<file path="config.mk">
export PLATFORM = sky130hd
export DESIGN_NAME = spi_input_controller_adc
export DESIGN_NICKNAME = d
export VERILOG_FILES = /design/src/rtl/spi_input_controller_adc.sv
export SDC_FILE = /design/constraint.sdc
export NUM_CORES = 1
export LEC_CHECK = 0
export BUFFER_PORTS_ARGS = -buffer_cell sky130_fd_sc_hd__buf_2
export CORE_ASPECT_RATIO = 0.8
export CORE_MARGIN = 1.5
export CORE_UTILIZATION = 40
export DETAILED_ROUTE_END_ITERATION = 6
export GPL_TIMING_DRIVEN = 0
export RECOVER_POWER = 100
export SYNTH_ARGS = -nofsm -noshare
export SYNTH_HDL_FRONTEND = slang
export SYNTH_SLANG_ARGS = --single-unit
</file>
<file path="constraint.sdc">
create_clock -name clock_50Mhz -period 5.2 [get_ports clock_50Mhz]
set_clock_uncertainty 0.2 [all_clocks]
set_input_delay 1.04 -clock clock_50Mhz [delete_from_list [all_inputs] [get_ports clock_50Mhz]]
set_output_delay 1.04 -clock clock_50Mhz [all_outputs]
set_load 0.02 [all_outputs]
</file>
<file path="src/rtl/spi_input_controller_adc.sv">
// rtl/spi_input_controller_adc.sv - SPI master reading 12-bit samples from a 16-bit-frame serial ADC
//
// Purpose: on an active-low request sampled in IDLE, runs one CS_n-framed,
// CPOL=1 transfer of 16 SCLK periods, captures MISO MSB first, keeps CS_n
// high for QUIET_CYCLES, then presents the low 12 bits with a one-cycle strobe.
//
// Optional feature: SPI_ADC_LEADING_ZERO_CHECK_EN. When defined, frameError
// is the OR of the four leading frame bits, updated with sampleValid. When
// undefined, frameError is tied low.
//
// Ports:
//   clock_50Mhz      system clock
//   reset_n          asynchronous active-low reset
//   startSample_n    active-low sample request, level-sampled in IDLE
//   input_SPI_MISO   serial data from the ADC
//   output_SPI_SCLK  SPI clock, idles high
//   output_SPI_CS_n  ADC chip select, active-low
//   outputSample     last captured 12-bit sample
//   sampleValid      one-cycle pulse when outputSample updates
//   isBusy           high whenever the controller is not idle
//   frameError       leading-zero violation flag

module spi_input_controller_adc #(
    parameter int SCLK_HALF_PERIOD = 2,
    parameter int QUIET_CYCLES     = 4
) (
    input  logic        clock_50Mhz,
    input  logic        reset_n,
    input  logic        startSample_n,
    input  logic        input_SPI_MISO,
    output logic        output_SPI_SCLK,
    output logic        output_SPI_CS_n,
    output logic [11:0] outputSample,
    output logic        sampleValid,
    output logic        isBusy,
    output logic        frameError
);

    localparam logic [2:0] ST_IDLE  = 3'd0;
    localparam logic [2:0] ST_SETUP = 3'd1;
    localparam logic [2:0] ST_SHIFT = 3'd2;
    localparam logic [2:0] ST_QUIET = 3'd3;
    localparam logic [2:0] ST_DONE  = 3'd4;

    localparam int CNT_W = 16;
    localparam logic [CNT_W-1:0] HALF_LAST  = CNT_W'(SCLK_HALF_PERIOD - 1);
    localparam logic [CNT_W-1:0] QUIET_LAST = CNT_W'(QUIET_CYCLES - 1);

    logic [2:0]       state;
    logic [CNT_W-1:0] cnt;
    logic [4:0]       bit_cnt;
    logic [15:0]      shift;

    // SCLK and CS_n are driven straight from registers, so the registered
    // SCLK level also tells which half of the bit period SHIFT is in.
    always_ff @(posedge clock_50Mhz or negedge reset_n) begin
        if (!reset_n) begin
            state           <= ST_IDLE;
            cnt             <= '0;
            bit_cnt         <= '0;
            shift           <= '0;
            output_SPI_SCLK <= 1'b1;
            output_SPI_CS_n <= 1'b1;
            outputSample    <= '0;
            sampleValid     <= 1'b0;
            isBusy          <= 1'b0;
        end else begin
            case (state)
                ST_IDLE: begin
                    if (!startSample_n) begin
                        state           <= ST_SETUP;
                        cnt             <= '0;
                        output_SPI_CS_n <= 1'b0;
                        output_SPI_SCLK <= 1'b1;
                        isBusy          <= 1'b1;
                    end
                end
                ST_SETUP: begin
                    if (cnt == HALF_LAST) begin
                        state           <= ST_SHIFT;
                        cnt             <= '0;
                        bit_cnt         <= '0;
                        output_SPI_SCLK <= 1'b0;
                    end else begin
                        cnt <= cnt + 1'b1;
                    end
                end
                ST_SHIFT: begin
                    if (cnt != HALF_LAST) begin
                        cnt <= cnt + 1'b1;
                    end else if (!output_SPI_SCLK) begin
                        // Last low-phase cycle: MISO has been stable since the
                        // falling edge, capture it as the rising edge is issued.
                        shift           <= {shift[14:0], input_SPI_MISO};
                        output_SPI_SCLK <= 1'b1;
                        cnt             <= '0;
                    end else begin
                        cnt <= '0;
                        if (bit_cnt == 5'd15) begin
                            state           <= ST_QUIET;
                            output_SPI_CS_n <= 1'b1;
                        end else begin
                            bit_cnt         <= bit_cnt + 1'b1;
                            output_SPI_SCLK <= 1'b0;
                        end
                    end
                end
                ST_QUIET: begin
                    if (cnt == QUIET_LAST) begin
                        state        <= ST_DONE;
                        cnt          <= '0;
                        outputSample <= shift[11:0];
                        sampleValid  <= 1'b1;
                    end else begin
                        cnt <= cnt + 1'b1;
                    end
                end
                ST_DONE: begin
                    state       <= ST_IDLE;
                    sampleValid <= 1'b0;
                    isBusy      <= 1'b0;
                end
                default: begin
                    state           <= ST_IDLE;
                    cnt             <= '0;
                    output_SPI_SCLK <= 1'b1;
                    output_SPI_CS_n <= 1'b1;
                    sampleValid     <= 1'b0;
                    isBusy          <= 1'b0;
                end
            endcase
        end
    end

`ifdef SPI_ADC_LEADING_ZERO_CHECK_EN
    logic frame_error_q;

    always_ff @(posedge clock_50Mhz or negedge reset_n) begin
        if (!reset_n) begin
            frame_error_q <= 1'b0;
        end else if (state == ST_QUIET && cnt == QUIET_LAST) begin
            frame_error_q <= |shift[15:12];
        end
    end

    assign frameError = frame_error_q;
`else
    logic unused_leading_bits;

    assign unused_leading_bits = ^shift[15:12];
    assign frameError          = 1'b0;
`endif

endmodule

</file>
==> results.txt, run 1 <==
The initial core utilization was 0.425. The run gives 21 as the top-level port count. The top fanout value on the critical path works out to 10. The share of the synthesized area in the top cell type was 0.488; the data arrival time of the worst path was 3.25 ns. Clock latency on the worst-skew pair, taken at its later pin, is 0.31 ns. The average instance in the mapped netlist occupies 10.7 um^2.

VDD sags by at most 116 uV. The run gives 340 as the count of placed standard cells including taps. The tree built by TritonCTS fans out to 52 sinks. The die is 74.6 um tall. Worst-path cell with the longest stage delay: a221oi_1.

The class of the tightest hold or removal check was register to register. Buffers inserted to repair hold after CTS numbered 0. The gate count of the mapped netlist is 240, and the chip width is 92.5 um.

TritonCTS built the clock tree. The net switching fraction of the power is 0.235. The design draws 0.000661 W.

The number of design-rule violations left by the first detailed-router iteration was 93; the design internal power was 0.000505 W. The most used flip-flop cell after synthesis was dfrtp_1. The run gives 3370 um as the HPWL after detailed placement. The worst setup path is launched from a register. The met2 usage in global routing was 0.223; the critical path buffer and inverter count was 1. The met1 capacity usage during global routing came out at 0.247. The worst register-to-register path ends at cnt[6]$_DFFE_PN0P_.

The via count normalized by instance count is 5.34, and the routing usage on met3 is 0.0364. The number of buffers on the longest clock path was 2. The number of clock buffers added by TritonCTS is 5.

After synthesis the cells add up to 0.00256 mm^2. The non-filler instance count after layout is 348. The required time reported for the critical path endpoint was 5.23 ns; the clock transition at the registers of the reported paths was 0.10 ns. For the worst slew slack as a fraction of its limit, the log shows 0.163.

Max-cap violations in this run came to 0. The sequential share of power was 0.613. The flow ran to the end, and the final reports show no timing, DRC or antenna violations.

The H-tree was split into 2 levels. Entering global routing, the biggest net connects 53 pins. The area of the die is 0.00691 mm^2, and the flip-flop and latch count after synthesis is 52. Proportion of register bits with asynchronous set or reset after synthesis: 1.00. The count of nets left with antenna violations once routing finished came out at 0.

The logs give 0 for the final count of pins violating max slew and 248 for the post-synthesis net count. Setup fix buffers added after clock tree synthesis: 0. For the combinational share of power, the log shows 0.019.

The kind of end point of the critical path is a register. In this run the most critical hold path is launched from bit_cnt[4]$_DFFE_PN0P_. The tree is rooted in a clkbuf_8. After layout, the minimum clock period comes to 3.22 ns.

Setup repair after global routing left no endpoint under its margin. Timing would allow up to 0.310 GHz. In the final timing run, aggregate negative setup slack is 0 ns. The layout-stage area growth over the synthesis result is 8.10%, and the instance count along the most critical hold path is 2.

Total of endpoints with negative setup slack in the final report: 0. Counting flops with a built-in enable in the synthesized netlist gives 0. The total overflow left after global routing is 0.

The floorplan has 25 rows. The logs give 1755 for the via count of the first global-routing pass and 274 for the final layout net count. Detailed routing inserted a total of 1857 vias.

For flop-to-flop paths, the worst setup slack is 1.98 ns. Number of buffer cells added on primary ports: 19. Post-CTS repair changed the size of 0 cells.

Sorting the synthesized cells by area gives the leading types as dfrtp_1 49%, mux2_2 10%, nand3_1 3.9%. For the worst flop-to-flop path, the logic depth is 7. In this run the most used layer during global routing was met1.

The number of antenna diodes in the final layout is 0. The tools report the number of antenna violations at the first check in global routing as 0. The worst min-delay path endpoint is bit_cnt[4]$_DFFE_PN0P_. The share of layout cells above drive strength 1 works out to 0.176. The sequential area share after synthesis is 0.508. The critical path's top delay family is compound AO/OA/AOI/OAI gates. For this design the total switching power over the nets is 0.000156 W.

In this design, the stage delay of the slowest critical-path cell is 1.02 ns. The power per unit of standard cell area was 238 mW/mm^2. The final routed wire length divided by cell count was 14.2 um. The final wirelength is 4940 um. The beginning of the worst register-to-register path is cnt[0]$_DFFE_PN0P_. The number of different library cells used by synthesis comes to 43. The first global-routing pass estimated 8630 um of wire.

Total track usage: 0.160. The congestion estimate from routability-driven global placement came to 0.769. The number of warning messages in the yosys log came out at 0. Traced cell by cell, the critical path runs through ha_1 > nor3b_1 > a41o_2 > a221oi_1 > clkbuf_1 > a21oi_1 > a31oi_1. The transition time at the pin with the least slew margin works out to 1.26 ns. The clock network fraction of total power was 0.368; the hold violation total from the final report was 0.

Of all cell types, the one taking the most synthesized area is dfrtp_1. Remaining routing DRC violations: 0. For this run, the detailed router's first-pass iteration total came to 4. The type of the worst setup path is register to register. Final clock period utilization by the worst path: 0.619. After floorplanning, the core was sized to cover 0.00604 mm^2. Summed over all cells, the static leakage comes to 1.21 nW.
## cell usage in the layout (no fill, tap or decap), types with 2 or more instances in the layout
cell type and n:
inv_6 2, a21oi_1 10, a221o_1 2, dfrtp_1 50, and3_1 2, ha_1 4
mux2i_1 2, clkbuf_1 24, o31ai_1 4, nor3b_1 2, mux2_2 23, clkbuf_8 5
nand3_1 20, and4_1 2, nand4_1 6, or3_1 7, inv_1 6, o21ai_0 13
a31oi_1 5, a22o_2 2, nor2_1 17, nor3_1 4, nand2b_1 4, buf_2 6
o22ai_1 2, nand2_1 21, and2_1 2, nor4_2 3
## stage by stage
| stage | area, um^2 | setup WS [ns] | utilization | hold WS [ns] |
|---|---|---|---|---|
| 4_1_cts | 2860 | 2.67 | 0.473 | 0.285 |
| 3_3_place_gp | 2760 | 2.53 | 0.457 | 0.260 |
| 5_1_grt | 2770 | 1.73 | 0.459 | 0.295 |
| 6_report | 2770 | 1.98 | 0.459 | 0.282 |
| 2_1_floorplan | 2560 | 2.83 | - | 0.247 |
| 3_5_place_dp | 2760 | 2.49 | 0.457 | 0.265 |
## layer usage
metal | routed length (um) | vias up
li1 | - | 920
met1 | 2680 | 886
met2 | 1990 | 43
met3 | 209 | 8
met4 | 68 | 0
met5 | 0 | -
## Yosys cell counts, types with 4 or more instances
master / count
a21oi_1: 10
a31oi_1: 5
buf_6: 4
dfrtp_1: 50
ha_1: 4
inv_1: 6
mux2_2: 23
nand2_1: 21
nand2b_1: 4
nand3_1: 20
nand4_1: 6
nor2_1: 16
nor3_1: 4
nor4_2: 4
o21ai_0: 12
o31ai_1: 4
or3_1: 7
## power groups by stage
stage / clock [W] / combinational, W / sequential, W
2_1_floorplan: 0 / 0.00000260 / 0.000414
3_3_place_gp: 0 / 0.0000135 / 0.000413
3_5_place_dp: 0 / 0.0000136 / 0.000413
4_1_cts: 0.000253 / 0.0000136 / 0.000405
5_1_grt: 0.000268 / 0.0000152 / 0.000406
6_report: 0.000243 / 0.0000128 / 0.000405
## tightest hold or removal path: cells and delay by family (launching register included)
kind / cells / cell delay (ns)
simple gates: 1 / 0.05
compound gates: 1 / 0.05
flops: 1 / 0.35
## flip-flops by register name (all words and copies together), names as in the netlist
signal / flops
bit_cnt: 5
cnt: 16
isBusy: 1
outputSample: 12
output_SPI_CS_n: 1
output_SPI_SCLK: 1
sampleValid: 1
shift: 12
state: 3
## final cells by class
class	count	area, um^2
buffer	13	55.1
clock buffer	5	68.8
clock inverter	3	25.0
fill	573	3260
inverter	6	22.5
multi-input combinational	169	1120
sequential	52	1300
tap	81	101
timing repair buffer	19	76.3
## logic make-up after synthesis
logic type      count (synthesis)  synth area share
compound gates                 43             0.114
xor+xnor                        1           0.00342
fa+ha+maj                       4            0.0195
buf+inv                        19            0.0439
flops                          52             0.508
mux                            26             0.113
other cells                     1           0.00146
simple gates                   94             0.197
## worst max-delay path by stage
stage | from | to | slack, ns | depth (start not counted)
6_report | cnt[0]$_DFFE_PN0P_ | cnt[6]$_DFFE_PN0P_ | 1.98 | 7
5_1_grt | cnt[0]$_DFFE_PN0P_ | cnt[6]$_DFFE_PN0P_ | 1.73 | 7
4_1_cts | bit_cnt[0]$_DFFE_PN0P_ | bit_cnt[2]$_DFFE_PN0P_ | 2.67 | 9
3_5_place_dp | startSample_n | cnt[13]$_DFFE_PN0P_ | 2.49 | 6
3_3_place_gp | startSample_n | cnt[3]$_DFFE_PN0P_ | 2.53 | 6
2_1_floorplan | bit_cnt[0]$_DFFE_PN0P_ | bit_cnt[2]$_DFFE_PN0P_ | 2.83 | 9
Note: power is estimated with default switching activity, not from simulation.
==> inputs of run 2 (changes only) <==
- clock period: 5.2 -> 2.75 ns (I/O delays scaled with it)
==> results.txt, run 2 (synthesized netlist as in run 1, its figures left out) <==
The wire length of the first global-routing pass was 8630 um (unchanged). The required time reported for the critical path endpoint is 2.76 ns (-2.47 ns), and the number of flip-flops under the largest register name is 16 (unchanged). The diode insertion count for antenna repair is 0 (unchanged). Setup repair after global routing left no endpoint under its margin. The run gives 0.160 (unchanged) as the total track usage.

The worst reg-to-reg setup slack came out at 0.16 ns (-1.81 ns). Nature of the critical path startpoint: a register. For the final layout net count, the log shows 274 (unchanged). The overall via count from detail_route is 1853 (-0.22%), and the clock transition at the registers of the reported paths is 0.10 ns (about the same).

The worst register-to-register path ends at cnt[12]$_DFFE_PN0P_. In this run the worst hold path is classified as input pin to register. By startpoint and endpoint, the worst setup path is classified as register to register. For the clock sink count, the log shows 52 (unchanged). The tools report the HPWL after detailed placement as 3370 um (unchanged). The logs give 0.000956 W (+89%) for the design internal power and 0.612 (about the same) for the sequential share of power.

The minimum clock period after layout is 2.59 ns (-0.635 ns). The vertical die dimension was 74.6 um (unchanged). The number of detailed-route iterations in the first pass is 4 (unchanged). For the top-level port count, the log shows 21 (unchanged). The area of the die was 0.00691 mm^2 (unchanged); the number of buffers on the longest clock path was 2 (unchanged). The total of fill cells in the finished design came out at 564 (-1.6%). The number of design-rule violations left by the first detailed-router iteration was 91 (-2.2%); the remaining routing DRC violations was 0 (unchanged). The run gives 0 (unchanged) as the number of maximum-capacitance violations. The kind of end point of the critical path was a register. The total of endpoints with negative setup slack in the final report is 0 (unchanged), and the chip width is 92.5 um (unchanged). The tools report the number of H-tree branching levels as 2 (unchanged).

The net switching power figure came out at 0.000296 W (+90%). The final count of pins violating max slew is 0 (unchanged). The tools report the final standard cell utilization of the core as 0.468 (+0.00870). The run gives 1755 (unchanged) as the via count of the first global-routing pass. TritonCTS built the clock tree. From synthesis to final layout, the design area changed by 10.1%. Leaving out fill and tap cells, the most frequent cells in the layout are 50 x dfrtp_1, 23 x mux2_2, 21 x nand2_1, 20 x nand3_1, 19 x clkbuf_1. Total congestion overflow: 0 (unchanged). The logic depth of the worst register-to-register path is 7 (unchanged). The final wirelength was 5010 um (+1.4%).

The worst-path cell with the longest stage delay is nor4_1. The number of buffer cells added on primary ports is 19 (unchanged). The largest registers in the layout are cnt x16, outputSample x12, shift x12. The worst register-to-register path begins at cnt[2]$_DFFE_PN0P_.

The number of buffers added by the clock tree synthesis step is 5 (unchanged), and the clock latency of the later-clocked register in the worst-skew pair is 0.32 ns (about the same). Capturing instance or port of the critical path: cnt[12]$_DFFE_PN0P_. The tools report the post-detailed-route count of antenna-violating nets as 0 (unchanged). For the data arrival time of the worst path, the log shows 2.59 ns (-0.66 ns).

The run gives 0 ns (unchanged) as the setup TNS. The tools report the worst slew slack as a fraction of its limit as 0.127 (-0.0365). The initial core utilization came out at 0.425 (unchanged). Final routed wire length divided by cell count: 14.4 um (+1.4%). The share of layout cells above drive strength 1 is 0.206 (+0.0300). The final clock period utilization by the worst path is 0.940 (+0.321), and the number of cell rows is 25 (unchanged). The net switching fraction of the power works out to 0.237 (+0.00135). Leaving out fill and tap cells, the most frequent cell in the layout is dfrtp_1.

The top fanout value on the critical path was 10 (unchanged). The run finished with clean final reports. The largest stage delay on the critical path works out to 0.53 ns (-0.49 ns).

The critical path goes through nor4_1 > and4_1 > buf_6 > a221o_1 > clkbuf_1 > or3_1 > nand3_1. The transition time at the pin with the least slew margin was 1.31 ns (+0.0548 ns); the clock network fraction of total power was 0.369 (about the same). The tools report the placer's final routability congestion estimate as 0.769 (unchanged). The number of antenna violations at the first check in global routing is 0 (unchanged). The tools report the launching instance or port of the critical path as cnt[2]$_DFFE_PN0P_. For the number of hold buffers added after CTS, the log shows 0 (unchanged).

The combinational share of power is 0.019 (about the same), and the fmax is 0.387 GHz (+25%). The tools report the buffer type at the clock tree root as clkbuf_8. The via count normalized by instance count was 5.32 (-0.22%). For the hold violation total from the final report, the log shows 0 (unchanged).

For the maximum number of pins on one net before global-route repair, the log shows 53 (unchanged). The tools report the setup fix buffers added after clock tree synthesis as 0 (unchanged). The floorplan core area is 0.00604 mm^2 (unchanged), and the leakage power of the design is 1.23 nW (+2.0%).

More flip-flops sit in one register than any other, and that register is cnt. The power per unit of standard cell area was 443 mW/mm^2 (+86%). The worst vdd rail ir drop is 223 uV (+92%).
run 2: worst max-delay path, delay by kind of cell, from the launching register on:
family          cells  cell delay, ns
flops               1            0.48
compound gates      1            0.16
buf+inv             2            0.55
simple gates        4            1.08
run 2: repair_timing:
action / 4_1_cts / 5_1_grt
endpoints found under the hold margin: 0 / 0
setup endpoints to repair: 0 / 1
gates resized for setup: 0 / 1
run 2: routing by layer:
metal  up-vias  global-route usage  wire (um)
met5         -                   0          0
met4         0              0.0462         61
met3         7              0.0364        171
met2        31               0.223       2060
met1       893               0.247       2710
li1        922                   -          -
run 2: cell type report:
class,count,area (um^2),area share
buffer,13,82.6,0.0292
clock buffer,5,68.8,0.0244
clock inverter,3,25.0,0.00886
inverter,6,22.5,0.00797
multi-input combinational,169,1140,0.405
sequential,52,1300,0.461
tap,81,101,0.0359
timing repair buffer,19,76.3,0.0270
run 2: worst min-delay path by stage:
stage / from / end / slack (ns) / cells past startpoint
detailed placement: bit_cnt[4]$_DFFE_PN0P_ / bit_cnt[4]$_DFFE_PN0P_ / 0.27 / 2
CTS: input_SPI_MISO / shift[0]$_DFFE_PN0P_ / 0.26 / 2
floorplan: reset_n / bit_cnt[0]$_DFFE_PN0P_ / 0.05 / 0
global placement: bit_cnt[4]$_DFFE_PN0P_ / bit_cnt[4]$_DFFE_PN0P_ / 0.26 / 2
finish: input_SPI_MISO / shift[0]$_DFFE_PN0P_ / 0.27 / 2
global route: input_SPI_MISO / shift[0]$_DFFE_PN0P_ / 0.28 / 2
run 2: power groups by stage:
stage | clock network, W | registers [W] | logic [W]
CTS | 0.000478 | 0.000767 | 0.0000257
detailed placement | 0 | 0.000782 | 0.0000258
floorplan | 0 | 0.000783 | 0.00000491
global placement | 0 | 0.000782 | 0.0000255
global route | 0.000507 | 0.000767 | 0.0000287
finish | 0.000462 | 0.000767 | 0.0000239
run 2: metrics by stage:
stage          total power (W)  instances  hold slack [ns]  setup WS [ns]  instance area [um^2]
6_report               0.00125        348            0.266          0.164                  2830
3_5_place_dp          0.000807        340            0.265          0.229                  2760
5_1_grt                0.00130        348            0.279         0.0202                  2830
4_1_cts                0.00127        348            0.261          0.222                  2860
2_1_floorplan         0.000787        240           0.0544          0.380                  2560
3_3_place_gp          0.000807        340            0.260          0.250                  2760
==> inputs of run 3 (changes only) <==
- ABC_AREA: not set -> 1
==> results.txt, run 3 <==
The setup fix buffers added after clock tree synthesis was 0 (unchanged). The post-detailed-route count of antenna-violating nets was 0 (unchanged); the post-CTS resize count was 0 (unchanged). TritonCTS built the clock tree.

The via count of the first global-routing pass is 1985 (+13%), and the mean instance size in the synthesized netlist is 8.20 um^2 (-23%). The net switching fraction of the power came out at 0.236 (-0.00101). The critical path's top delay family was simple AND/OR/NAND/NOR gates. The dominant cell type by area after synthesis is dfrtp_1. The worst setup path is captured at a register. The HPWL after detailed placement was 3870 um (+15%); the number of buffers added by the clock tree synthesis step was 5 (unchanged).

For the combinational share of power, the log shows 0.016 (-0.003). For the diode insertion count for antenna repair, the log shows 0 (unchanged). The critical path buffer and inverter count came out at 1 (-1). The largest stage delay on the critical path is 0.42 ns (-0.11 ns), and the via count normalized by instance count is 4.87 (-8.5%). The sequential share of power was 0.615 (+0.003). Setup repair after global routing left no endpoint under its margin.

The tools report the sequential area share after synthesis as 0.486 (-0.0218). The wire length of the first global-routing pass came out at 9260 um (+7.4%). The number of buffers on the longest clock path was 2 (unchanged); the post-synthesis net count was 335 (+35%). The number of buffer cells added on primary ports works out to 19 (unchanged). The tools report the beginning of the worst register-to-register path as cnt[0]$_DFFE_PN0P_. The tools report the area of the mapped netlist as 0.00268 mm^2 (+4.5%). The critical path goes through ha_1 > nand2_1 > nor2_1 > nand2_1 > nand2_1 > nand2_1 > inv_2 > o21ai_0.

Leaving out fill and tap cells, the most frequent cells in the layout are 94 x nand2_1, 50 x dfrtp_1, 37 x inv_1, 32 x nor2_1, 28 x o21ai_0. The share of the synthesized area in the top cell type is 0.467 (-0.0210). For the number of antenna violations at the first check in global routing, the log shows 0 (unchanged). The number of H-tree branching levels was 2 (unchanged); the number of detailed-route iterations in the first pass was 4 (unchanged). Nature of the critical path startpoint: a register. Leakage power of the design: 1.41 nW (+15%). The hold violation total from the final report was 0 (unchanged); the number of distinct library cells after synthesis was 30 (-30%). The logs give 53 (unchanged) for the maximum number of pins on one net before global-route repair and 0.143 (+0.0163) for the worst slew slack as a fraction of its limit.

The instance count along the most critical hold path was 2 (unchanged); the number of maximum-capacitance violations was 0 (unchanged). The fmax came out at 0.450 GHz (+16%). The final routed wire length divided by cell count works out to 12.5 um (-13%). For hold timing, the worst endpoint is output_SPI_CS_n$_DFFE_PN1P_. The required time reported for the critical path endpoint is 2.75 ns (about the same), and the proportion of register bits with asynchronous set or reset after synthesis is 1.00 (unchanged).

The final clock period utilization by the worst path was 0.809 (-0.131); the final wirelength was 5460 um (+9.0%). The run finished with clean final reports. The clock latency of the later-clocked register in the worst-skew pair was 0.31 ns (about the same). The vertical die dimension is 76.2 um (+2.1%), and the number of hold buffers added after CTS is 0 (unchanged). The transition time at the pin with the least slew margin is 1.29 ns (-0.0244 ns), and the final count of pins violating max slew is 0 (unchanged). The initial core utilization is 0.416 (-0.00879), and the number of warning messages in the yosys log is 0 (unchanged).

The routed length on met3 is 151 um (-12%). The clock transition at the registers of the reported paths works out to 0.09 ns (about the same). The critical path in this run is classified as register to register. The number of design-rule violations left by the first detailed-router iteration was 126 (+38%). Signal routing reaches up to met4. The number of cell rows was 26 (+4.0%); the minimum clock period after layout was 2.22 ns (-0.362 ns). The run gives 2280 um (+11%) as the wire length on met2. Worst reg-to-reg setup slack: 0.53 ns (+0.36 ns).

The overall via count from detail_route was 2134 (+15%); the post-route met1 wirelength was 2980 um (+9.9%). The run gives 0 (unchanged) as the total congestion overflow. The top fanout value on the critical path is 9 (-1).

In this run the most critical hold path is launched from output_SPI_CS_n$_DFFE_PN1P_. The gate count of the mapped netlist is 327 (+36%), and the net switching power figure is 0.000293 W (-1.1%). Sorting the synthesized cells by area gives the leading types as dfrtp_1 47%, nand2_1 13%, inv_1 5.0%. The data arrival time of the worst path is 2.22 ns (-0.37 ns).

The library cell used most frequently in the layout, excluding fill and tap cells, is nand2_1. The slowest stage of the critical path belongs to the cell dfrtp_1. The final worst slack came out at 0.526 ns (+0.362 ns). The number of flip-flops under the largest register name is 16 (unchanged).

The total of fill cells in the finished design was 691 (+23%). The layout-stage area growth over the synthesis result was 7.80%; the setup TNS was 0 ns (unchanged). The number of flops mapped to enable cells by yosys was 0 (unchanged). For the placement-stage worst setup slack, the log shows 0.827 ns (+0.597 ns). The chip width was 94.5 um (+2.1%); the share of layout cells above drive strength 1 was 0.0791 (-0.127). In this design, the critical path's most frequently occurring cell is nand2_1. The most repeated cell in the gate-level netlist after synthesis is nand2_1. The power per unit of standard cell area was 431 mW/mm^2 (-2.8%). The total track usage came out at 0.164 (+0.00338).

The run gives 0 (unchanged) as the remaining routing DRC violations. The final layout net count is 361 (+32%). The top register by number of flip-flops was cnt.

Clock sink count: 52 (unchanged). The clock network fraction of total power was 0.369 (about the same); the top-level port count was 21 (unchanged). The logs give 0 (unchanged) for the total of endpoints with negative setup slack in the final report and 0.800 (+3.9%) for the placer's final routability congestion estimate. The floorplan core area was 0.00644 mm^2 (+6.7%); the logic depth of the worst register-to-register path was 8 (+1). The largest registers in the layout are cnt x16, outputSample x12, shift x12.

In this run the worst hold path is classified as register to register. Destination of the worst register-to-register timing path: cnt[0]$_DFFE_PN0P_. The logs give 0.000951 W (-0.49%) for the design internal power and 280 uV (+26%) for the worst vdd rail ir drop.

The flip-flop and latch count after synthesis was 52 (unchanged). For this run, the leading register cell type out of synthesis is dfrtp_1. The cell sitting at the root of the clock tree is a clkbuf_8. The tools report the area of the die as 0.00720 mm^2 (+4.3%). After synthesis, the most frequently instantiated cells are 90 x nand2_1, 50 x dfrtp_1, 36 x inv_1, 29 x nor2_1, 26 x o21ai_0.
run 3: cell count changes after synthesis, moves of 8 or more:
| cell | before | now |
|---|---|---|
| mux2_2 | 23 | 0 |
| nor2_1 | 16 | 29 |
| inv_1 | 6 | 36 |
| o21ai_0 | 12 | 26 |
| xor2_1 | 1 | 9 |
| nand2_1 | 21 | 90 |
run 3: how the worst max path moves through the flow:
stage | from | endpoint | slack [ns] | cells past startpoint
2_1_floorplan | bit_cnt[0]$_DFFE_PN0P_ | bit_cnt[2]$_DFFE_PN0P_ | 0.99 | 12
3_3_place_gp | bit_cnt[0]$_DFFE_PN0P_ | bit_cnt[2]$_DFFE_PN0P_ | 0.84 | 12
3_5_place_dp | bit_cnt[0]$_DFFE_PN0P_ | bit_cnt[2]$_DFFE_PN0P_ | 0.83 | 12
4_1_cts | bit_cnt[0]$_DFFE_PN0P_ | bit_cnt[2]$_DFFE_PN0P_ | 0.80 | 12
5_1_grt | cnt[0]$_DFFE_PN0P_ | cnt[0]$_DFFE_PN0P_ | 0.31 | 8
6_report | cnt[0]$_DFFE_PN0P_ | cnt[0]$_DFFE_PN0P_ | 0.53 | 8
run 3: through the flow:
| stage | instance area (um^2) | power, W | utilization | instances | hold slack, ns |
|---|---|---|---|---|---|
| floorplan | 2680 | 0.000784 | - | 327 | 0.0544 |
| global placement | 2880 | 0.000802 | 0.447 | 430 | 0.261 |
| detailed placement | 2880 | 0.000802 | 0.447 | 430 | 0.265 |
| CTS | 2970 | 0.00127 | 0.461 | 438 | 0.280 |
| global route | 2890 | 0.00130 | 0.449 | 438 | 0.299 |
| finish | 2890 | 0.00124 | 0.449 | 438 | 0.293 |
run 3: layout make-up:
type                            count  area, um^2  area share
Sequential cell                    52        1300       0.451
Multi-Input combinational cell    230        1130       0.391
Inverter                           39         146      0.0507
Tap cell                           84         105      0.0364
Timing Repair Buffer               19        75.1      0.0260
Clock buffer                        5        68.8      0.0238
Buffer                              6        38.8      0.0134
Clock inverter                      3        22.5     0.00780
run 3: routing by layer:
metal,vias up,global-route usage
met5,-,0
met4,0,0.0448
met3,5,0.0379
met2,29,0.245
met1,1006,0.235
li1,1094,-
run 3: cell families (layout without fill, tap and decap cells):
logic type	Yosys count	in the layout	share of synthesized area
DFF	52	52	0.486
xor gates and xnor gates	9	9	0.0294
buffers and inverters	45	72	0.0747
other	1	1	0.00140
and+or+nand+nor	161	161	0.275
adders and majority gates	4	4	0.0187
AOI/OAI and AO/OA	55	55	0.114
run 3: power groups by stage:
stage                     Sequential (W)  Combinational (W)  Clock, W
after floorplan                 0.000780         0.00000353         0
after global placement          0.000780          0.0000218         0
after detailed placement        0.000780          0.0000221         0
after CTS                       0.000765          0.0000219  0.000480
after global routing            0.000765          0.0000244  0.000513
final                           0.000765          0.0000200  0.000459
run 3: worst reg2reg max path: cells and delay by family (launching register included):
family / cells / cell delay, ns
AND/OR/NAND/NOR: 5 / 0.92
flip-flops: 1 / 0.42
adder cells (fa/ha/maj): 1 / 0.24
buffers and inverters: 1 / 0.24
AO/OA/AOI/OAI: 1 / 0.09
